==> config.mk <==
export PLATFORM = sky130hd
export DESIGN_NAME = stream_fifo_flat
export DESIGN_NICKNAME = d
export VERILOG_FILES = /design/src/rtl/stream_fifo_pkg.sv /design/src/rtl/stream_fifo_if.sv /design/src/rtl/stream_fifo_mem.sv /design/src/rtl/stream_fifo.sv /design/src/flat_wrapper.sv
export SDC_FILE = /design/constraint.sdc
export NUM_CORES = 1
export LEC_CHECK = 0
export CORE_AREA = 8 8 84 86
export CTS_CLUSTER_DIAMETER = 30
export DETAILED_ROUTE_END_ITERATION = 10
export DIE_AREA = 0 0 92 94
export PLACE_DENSITY = 0.65
export SLEW_MARGIN = 0
export SYNTH_ARGS = -nofsm -noshare
export SYNTH_HDL_FRONTEND = slang
export SYNTH_SLANG_ARGS = --single-unit
==> constraint.sdc <==
create_clock -name clk -period 4.7 [get_ports clk]
set_input_delay 0.94 -clock clk [delete_from_list [all_inputs] [get_ports clk]]
set_output_delay 0.94 -clock clk [all_outputs]
set_load 0.03 [all_outputs]
==> src/rtl/stream_fifo_pkg.sv <==
// Shared width helpers for the stream FIFO: pointer width and occupancy
// counter width, both derived from the storage depth.
package stream_fifo_pkg;

  // Pointer width: enough bits to index DEPTH entries, never less than one.
  function automatic int ptr_width(input int depth);
    return (depth < 2) ? 1 : $clog2(depth);
  endfunction

  // Count width: must represent every value from 0 up to and including DEPTH.
  function automatic int count_width(input int depth);
    return $clog2(depth + 1);
  endfunction

endpackage

==> src/rtl/stream_fifo_if.sv <==
// Bundle of all stream FIFO signals except clock and reset.
//
// Handshake: a word moves across a side on a rising clk edge where both its
// valid and ready are high (and flush is low). The FIFO derives in_ready and
// out_valid from registered state only, so neither depends combinationally on
// in_valid or out_ready. A producer raising valid must not wait for ready and
// holds its data until the transfer happens; the FIFO's out_valid/out_data stay
// stable until popped or flushed.
interface stream_fifo_if #(
  parameter int DATA_WIDTH = 8,
  parameter int DEPTH      = 6
);
  localparam int CW = stream_fifo_pkg::count_width(DEPTH);

  logic                  flush;
  logic                  in_valid;
  logic                  in_ready;
  logic [DATA_WIDTH-1:0] in_data;
  logic                  out_valid;
  logic                  out_ready;
  logic [DATA_WIDTH-1:0] out_data;
  logic [CW-1:0]         count;
  logic                  almost_full;
  logic                  almost_empty;
  logic                  overflow;

  // User side: feeds data in, drains data out, controls flush.
  modport master (
    output flush, in_valid, in_data, out_ready,
    input  in_ready, out_valid, out_data, count, almost_full, almost_empty, overflow
  );

  // FIFO side.
  modport slave (
    input  flush, in_valid, in_data, out_ready,
    output in_ready, out_valid, out_data, count, almost_full, almost_empty, overflow
  );

endinterface

==> src/rtl/stream_fifo_mem.sv <==
// Storage array for the stream FIFO: one synchronous write port, one
// asynchronous read port, no reset (contents are meaningless until written).
module stream_fifo_mem #(
  parameter int DATA_WIDTH = 8,
  parameter int DEPTH      = 6,
  parameter int AW         = stream_fifo_pkg::ptr_width(DEPTH)
) (
  input  logic                  clk,
  input  logic                  we,
  input  logic [AW-1:0]         waddr,
  input  logic [DATA_WIDTH-1:0] wdata,
  input  logic [AW-1:0]         raddr,
  output logic [DATA_WIDTH-1:0] rdata
);

  logic [DATA_WIDTH-1:0] mem_q [DEPTH];

  // Write the incoming word into the addressed slot.
  always_ff @(posedge clk) begin
    if (we) begin
      mem_q[waddr] <= wdata;
    end
  end

  // Head word is visible combinationally for first-word-fall-through.
  assign rdata = mem_q[raddr];

endmodule

==> src/rtl/stream_fifo.sv <==
// Synchronous first-word-fall-through stream FIFO with arbitrary depth,
// occupancy count, registered almost-full/almost-empty flags, synchronous
// flush and a sticky overflow flag for words offered during a flush.
module stream_fifo
  import stream_fifo_pkg::*;
#(
  parameter int DATA_WIDTH   = 8,
  parameter int DEPTH        = 6,
  parameter int AFULL_THRES  = DEPTH - 2,
  parameter int AEMPTY_THRES = 1
) (
  input logic          clk,
  input logic          rst,
  stream_fifo_if.slave bus
);

  localparam int              PW           = ptr_width(DEPTH);
  localparam int              CW           = count_width(DEPTH);
  localparam logic [PW-1:0]   LAST_PTR     = PW'(DEPTH - 1);
  localparam logic [CW-1:0]   FULL_COUNT   = CW'(DEPTH);
  localparam logic [CW-1:0]   AFULL_LEVEL  = CW'(AFULL_THRES);
  localparam logic [CW-1:0]   AEMPTY_LEVEL = CW'(AEMPTY_THRES);

  logic [PW-1:0] wptr;
  logic [PW-1:0] rptr;
  logic [CW-1:0] count_q;
  logic [CW-1:0] count_next;
  logic          afull_q;
  logic          aempty_q;
  logic          overflow_q;
  logic          push;
  logic          pop;

  // Pointers wrap at DEPTH-1 explicitly so non-power-of-two depths work.
  function automatic logic [PW-1:0] advance(input logic [PW-1:0] p);
    if (p == LAST_PTR) begin
      return '0;
    end
    return p + PW'(1);
  endfunction

  assign bus.in_ready     = (count_q != FULL_COUNT);
  assign bus.out_valid    = (count_q != '0);
  assign bus.count        = count_q;
  assign bus.almost_full  = afull_q;
  assign bus.almost_empty = aempty_q;
  assign bus.overflow     = overflow_q;

  // A flush cycle suppresses both transfers.
  assign push = bus.in_valid & bus.in_ready & ~bus.flush;
  assign pop  = bus.out_valid & bus.out_ready & ~bus.flush;

  // Next occupancy; the flags are derived from it so they line up with count.
  always_comb begin
    count_next = count_q;
    if (bus.flush) begin
      count_next = '0;
    end else if (push && !pop) begin
      count_next = count_q + CW'(1);
    end else if (pop && !push) begin
      count_next = count_q - CW'(1);
    end
  end

  // Pointer, occupancy, flag and sticky overflow state.
  always_ff @(posedge clk) begin
    if (rst) begin
      wptr       <= '0;
      rptr       <= '0;
      count_q    <= '0;
      afull_q    <= 1'b0;
      aempty_q   <= 1'b1;
      overflow_q <= 1'b0;
    end else begin
      if (bus.flush) begin
        wptr <= '0;
        rptr <= '0;
      end else begin
        if (push) begin
          wptr <= advance(wptr);
        end
        if (pop) begin
          rptr <= advance(rptr);
        end
      end
      count_q  <= count_next;
      afull_q  <= (count_next >= AFULL_LEVEL);
      aempty_q <= (count_next <= AEMPTY_LEVEL);
      if (bus.flush && bus.in_valid) begin
        overflow_q <= 1'b1;
      end
    end
  end

  stream_fifo_mem #(
    .DATA_WIDTH (DATA_WIDTH),
    .DEPTH      (DEPTH),
    .AW         (PW)
  ) u_mem (
    .clk   (clk),
    .we    (push & ~rst),
    .waddr (wptr),
    .wdata (bus.in_data),
    .raddr (rptr),
    .rdata (bus.out_data)
  );

endmodule

==> src/flat_wrapper.sv <==
// flat-port wrapper written by rule: the top's interface ports become plain ports
module stream_fifo_flat import stream_fifo_pkg::*;
#(
  parameter int DATA_WIDTH   = 8,
  parameter int DEPTH        = 6,
  parameter int AFULL_THRES  = DEPTH - 2,
  parameter int AEMPTY_THRES = 1
)
  (clk, rst, bus_flush, bus_in_valid, bus_in_data, bus_out_ready, bus_in_ready, bus_out_valid, bus_out_data, bus_count, bus_almost_full, bus_almost_empty, bus_overflow);
  stream_fifo_if #(.DATA_WIDTH(DATA_WIDTH), .DEPTH(DEPTH)) bus_i ();
  input logic clk;
  input logic rst;
  input wire logic [$bits(bus_i.flush)-1:0] bus_flush;
  input wire logic [$bits(bus_i.in_valid)-1:0] bus_in_valid;
  input wire logic [$bits(bus_i.in_data)-1:0] bus_in_data;
  input wire logic [$bits(bus_i.out_ready)-1:0] bus_out_ready;
  output wire logic [$bits(bus_i.in_ready)-1:0] bus_in_ready;
  output wire logic [$bits(bus_i.out_valid)-1:0] bus_out_valid;
  output wire logic [$bits(bus_i.out_data)-1:0] bus_out_data;
  output wire logic [$bits(bus_i.count)-1:0] bus_count;
  output wire logic [$bits(bus_i.almost_full)-1:0] bus_almost_full;
  output wire logic [$bits(bus_i.almost_empty)-1:0] bus_almost_empty;
  output wire logic [$bits(bus_i.overflow)-1:0] bus_overflow;
  assign bus_i.flush = bus_flush;
  assign bus_i.in_valid = bus_in_valid;
  assign bus_i.in_data = bus_in_data;
  assign bus_i.out_ready = bus_out_ready;
  assign bus_in_ready = bus_i.in_ready;
  assign bus_out_valid = bus_i.out_valid;
  assign bus_out_data = bus_i.out_data;
  assign bus_count = bus_i.count;
  assign bus_almost_full = bus_i.almost_full;
  assign bus_almost_empty = bus_i.almost_empty;
  assign bus_overflow = bus_i.overflow;
  stream_fifo #(.DATA_WIDTH(DATA_WIDTH), .DEPTH(DEPTH), .AFULL_THRES(AFULL_THRES), .AEMPTY_THRES(AEMPTY_THRES)) u_core (.clk(clk), .rst(rst), .bus(bus_i));
endmodule
==> summary by stage <==
Status
The run finished with clean final reports.

Hold path
The class of the tightest hold or removal check is register to register. The startpoint of the tightest hold check path is u_core.bus.overflow. The hold path endpoint is u_core.bus.overflow. The worst hold path depth is 2.

Critical path
The capturing point of the worst reg2reg path is u_core.u_mem.mem_q[4][7]. The category of the worst setup path launch point is a register. Measured in cells, the most critical reg-to-reg path has a length of 7. The slowest stage of the critical path belongs to the cell dfxtp_1.

At the worst endpoint, the arrival time is 2.70 ns. The startpoint identified for the worst register-to-register timing path is u_core.bus.count[0]. The critical path is of the register to output port type. The reg2reg setup slack is 2.41 ns.

At the worst endpoint, the required time is 3.76 ns. The signal on the critical path passes through buf_4, mux4_2, nor2_1, a21oi_1, clkdlybuf4s50_1. The endpoint type of the worst setup path is an output port. In this design, the stage delay of the slowest critical-path cell is 0.79 ns. The critical-path maximum fanout is 12.

Clocking
The number of gates resized after CTS was 0. At the later pin of the worst-skew pair, clock insertion delay measures 0.33 ns. The number of hold buffers added after CTS was 0. The cell sitting at the root of the clock tree is a clkbuf_8.

The number of H-tree levels is 3. TritonCTS built the clock tree. The number of buffers inserted by post-CTS setup repair is 0. The clock sink total is 62.

Clock-pin slew was measured on the worst setup and hold paths at 0.07 ns. The number of CTS-inserted buffers is 9. Counting along the longest clock path gives a buffer depth of 2.

Routing
The count of unresolved DRC violations after routing is 0. The routed design has 4530 um of wire. The via total after detailed routing is 1373.

The highest layer touched by signal routing is met4. The routed wire length on met3 is 166 um. After detailed routing, the average wire length per cell comes to 16.7 um. The final antenna-violating net count is 0. The count of routing violations after the opening detailed-route iteration is 57. Dividing the detail-routed via count by the number of cells gives 5.05. After detailed routing, the wire length on met1 is 1920 um. The routed design uses 2300 um of met2 wire. Before antenna repair, the detailed router went through 4 iterations.

Timing
Setup repair after global routing left no endpoint under its margin. The final worst-path cycle share is 0.775. Measured against its own limit, the worst slew margin works out to 0.516.

Clock skew on the completed layout was measured at 0.00699 ns. The count of final hold-check violations is 0. The final-layout setup total negative slack is 0 ns. Setup violations remaining at the end of the flow were counted as 0.

The clock period minus final worst setup slack is 3.64 ns. The minimum hold slack is 0.486 ns. The slew of the pin with the lowest slew margin is 0.725 ns. The number of slew-limit violations in the final report was 0. Derived from the worst setup path, the maximum achievable clock frequency is 275 MHz.

GRT
Summed over all layers, the global routing overflow is 0. The maximum number of pins on one net before global-route repair is 17. The initial antenna violation count is 0. The via count of the first global-routing pass is 1539. For this run, the total global-route usage over all layers was measured as 0.116. The first-pass GRT wire length is 7540 um.

Synthesis
The mapped cell area is 0.00248 mm^2. The share of synthesized area in the top cell type comes to 0.580. The synthesized netlist cell count is 157. The number of flops mapped to enable cells by yosys is 48. Counting every net in the synthesized netlist gives 174.

In the synthesized netlist the dominant register cell turns out to be edfxtp_1. The number of different library cells in the post-synthesis netlist is 38. The async set-or-reset flop fraction in the synthesized netlist is 0. The Yosys step of the flow raised 0 warnings. The sequential element share of the synthesized area is 0.693. The library cell occupying the most area in the post-synthesis netlist is edfxtp_1. Counting flops and latches in the post-synthesis netlist gives 62. The post-synthesis average cell area is 15.8 um^2. After synthesis, the cell types taking the most area are edfxtp_1, dfxtp_1, mux4_2.

Placement
Routability-driven placement finished with a final weighted congestion of 0.737. Buffers placed on the I/O ports in this run total 28. Detailed placement finished with a half-perimeter wire length of 3150 um.

Finish
The count of nets after finishing is 209. In the final layout, the share of cells above drive strength 1 is 0.193. Leaving out fill and tap cells, the most frequent cell in the layout is edfxtp_1. The library cells used most frequently in the layout, excluding fill and tap cells, are edfxtp_1, clkdlybuf4s50_1, nor2_1.

The relative area change from synthesis to final layout is 23.7%. 0 antenna diodes ended up in the layout.

Power and ir drop
The internal portion of the total power is 934 uW. The part of the total power dissipated in combinational logic is 0.054. Of the total power, the share spent switching nets is 0.200. Summed over all nets, the switching power comes to 234 uW. The leakage power is 0.00101 uW. Of the total power, the clock network draws 0.434. Power spread over the standard cell area amounts to 380 mW/mm^2. The worst-case IR drop observed on VDD is 0.201 mV. Power comes to 1170 uW. The share of total power in sequential cells is 0.512.

Floorplan
The initial cell density of the core is 0.432. The horizontal extent of the die is 92 um. The floorplan die area is 0.00865 mm^2. From bottom edge to top edge, the die measures 94 um. The number of ports placed on the die boundary is 29.

The total area inside the core boundary comes to 0.00575 mm^2. The number of placement rows is 28.

Flow run
Max-cap violations in this run came to 0.
==> synthesized netlist by cell type (all sizes together) (2+ instances only) <==
cell and n:
buf 3, edfxtp 48, mux2i 8, clkbuf 5, nor2 16, nor3 3
a21oi 12, xor2 2, inv 6, mux4 8, dfxtp 14, nand2 5
xnor2 3, ha 4
==> layout make-up <==
cell class,instances,area [um^2]
clock buffers,10,138
inverters,6,22.5
clock inverters,6,85.1
flip-flops and latches,62,1720
fillers,476,2670
repair buffers,32,310
multi-input cells,81,701
well taps,75,93.8
==> power by group through the flow <==
stage / combinational [uW] / sequential (uW) / clock, uW
3_3_place_gp: 61.6 / 610 / 0
4_1_cts: 64.0 / 598 / 520
3_5_place_dp: 63.6 / 610 / 0
6_report: 63.1 / 598 / 507
2_1_floorplan: 29.6 / 612 / 0
5_1_grt: 68.2 / 598 / 547
==> metal layers <==
metal  global-route usage  vias up
met5                    0        -
met4               0.0846        0
met3               0.0304       11
met2                0.195       29
met1                0.125      670
li1                     -      663
==> registers in the layout, indices dropped and copies added, names as in the netlist, named ones only <==
name                     cells
u_core.bus.overflow          1
u_core.bus.count             2
u_core.rptr                  3
u_core.wptr                  3
u_core.bus.almost_full       1
u_core.u_mem.mem_q          48
u_core.bus.almost_empty      1
==> critical path: cells and delay by family (launching register included) <==
family | cells | cell delay (ns)
buffers and inverters | 2 | 0.91
DFF | 1 | 0.79
muxes | 1 | 0.51
and+or+nand+nor | 1 | 0.10
AOI/OAI and AO/OA | 1 | 0.05
==> kinds of logic after synthesis <==
kind of cell	share of synthesized area
xor+xnor	0.0176
simple gates	0.0816
mux	0.105
compound gates	0.0579
flops	0.693
buf+inv	0.0247
fa+ha+maj	0.0202
==> worst max path at each step <==
stage,end,startpoint,depth (start not counted)
3_3_place_gp,bus_out_data[5],register,5
2_1_floorplan,u_core.u_mem.mem_q[3][0],u_core.bus.count[0],5
4_1_cts,bus_out_data[6],register,5
3_5_place_dp,bus_out_data[6],register,5
6_report,bus_out_data[6],register,5
5_1_grt,bus_out_data[6],register,5
==> metrics by stage <==
step,std cells,utilization,worst slack [ns],area [um^2]
final,272,0.535,1.06,3070
after global routing,272,0.535,0.885,3070
after CTS,272,0.535,0.992,3070
after detailed placement,256,0.496,1.36,2850
after global placement,256,0.496,1.43,2850
after floorplan,157,-,2.04,2480
Note: power is estimated with default switching activity, not from simulation.
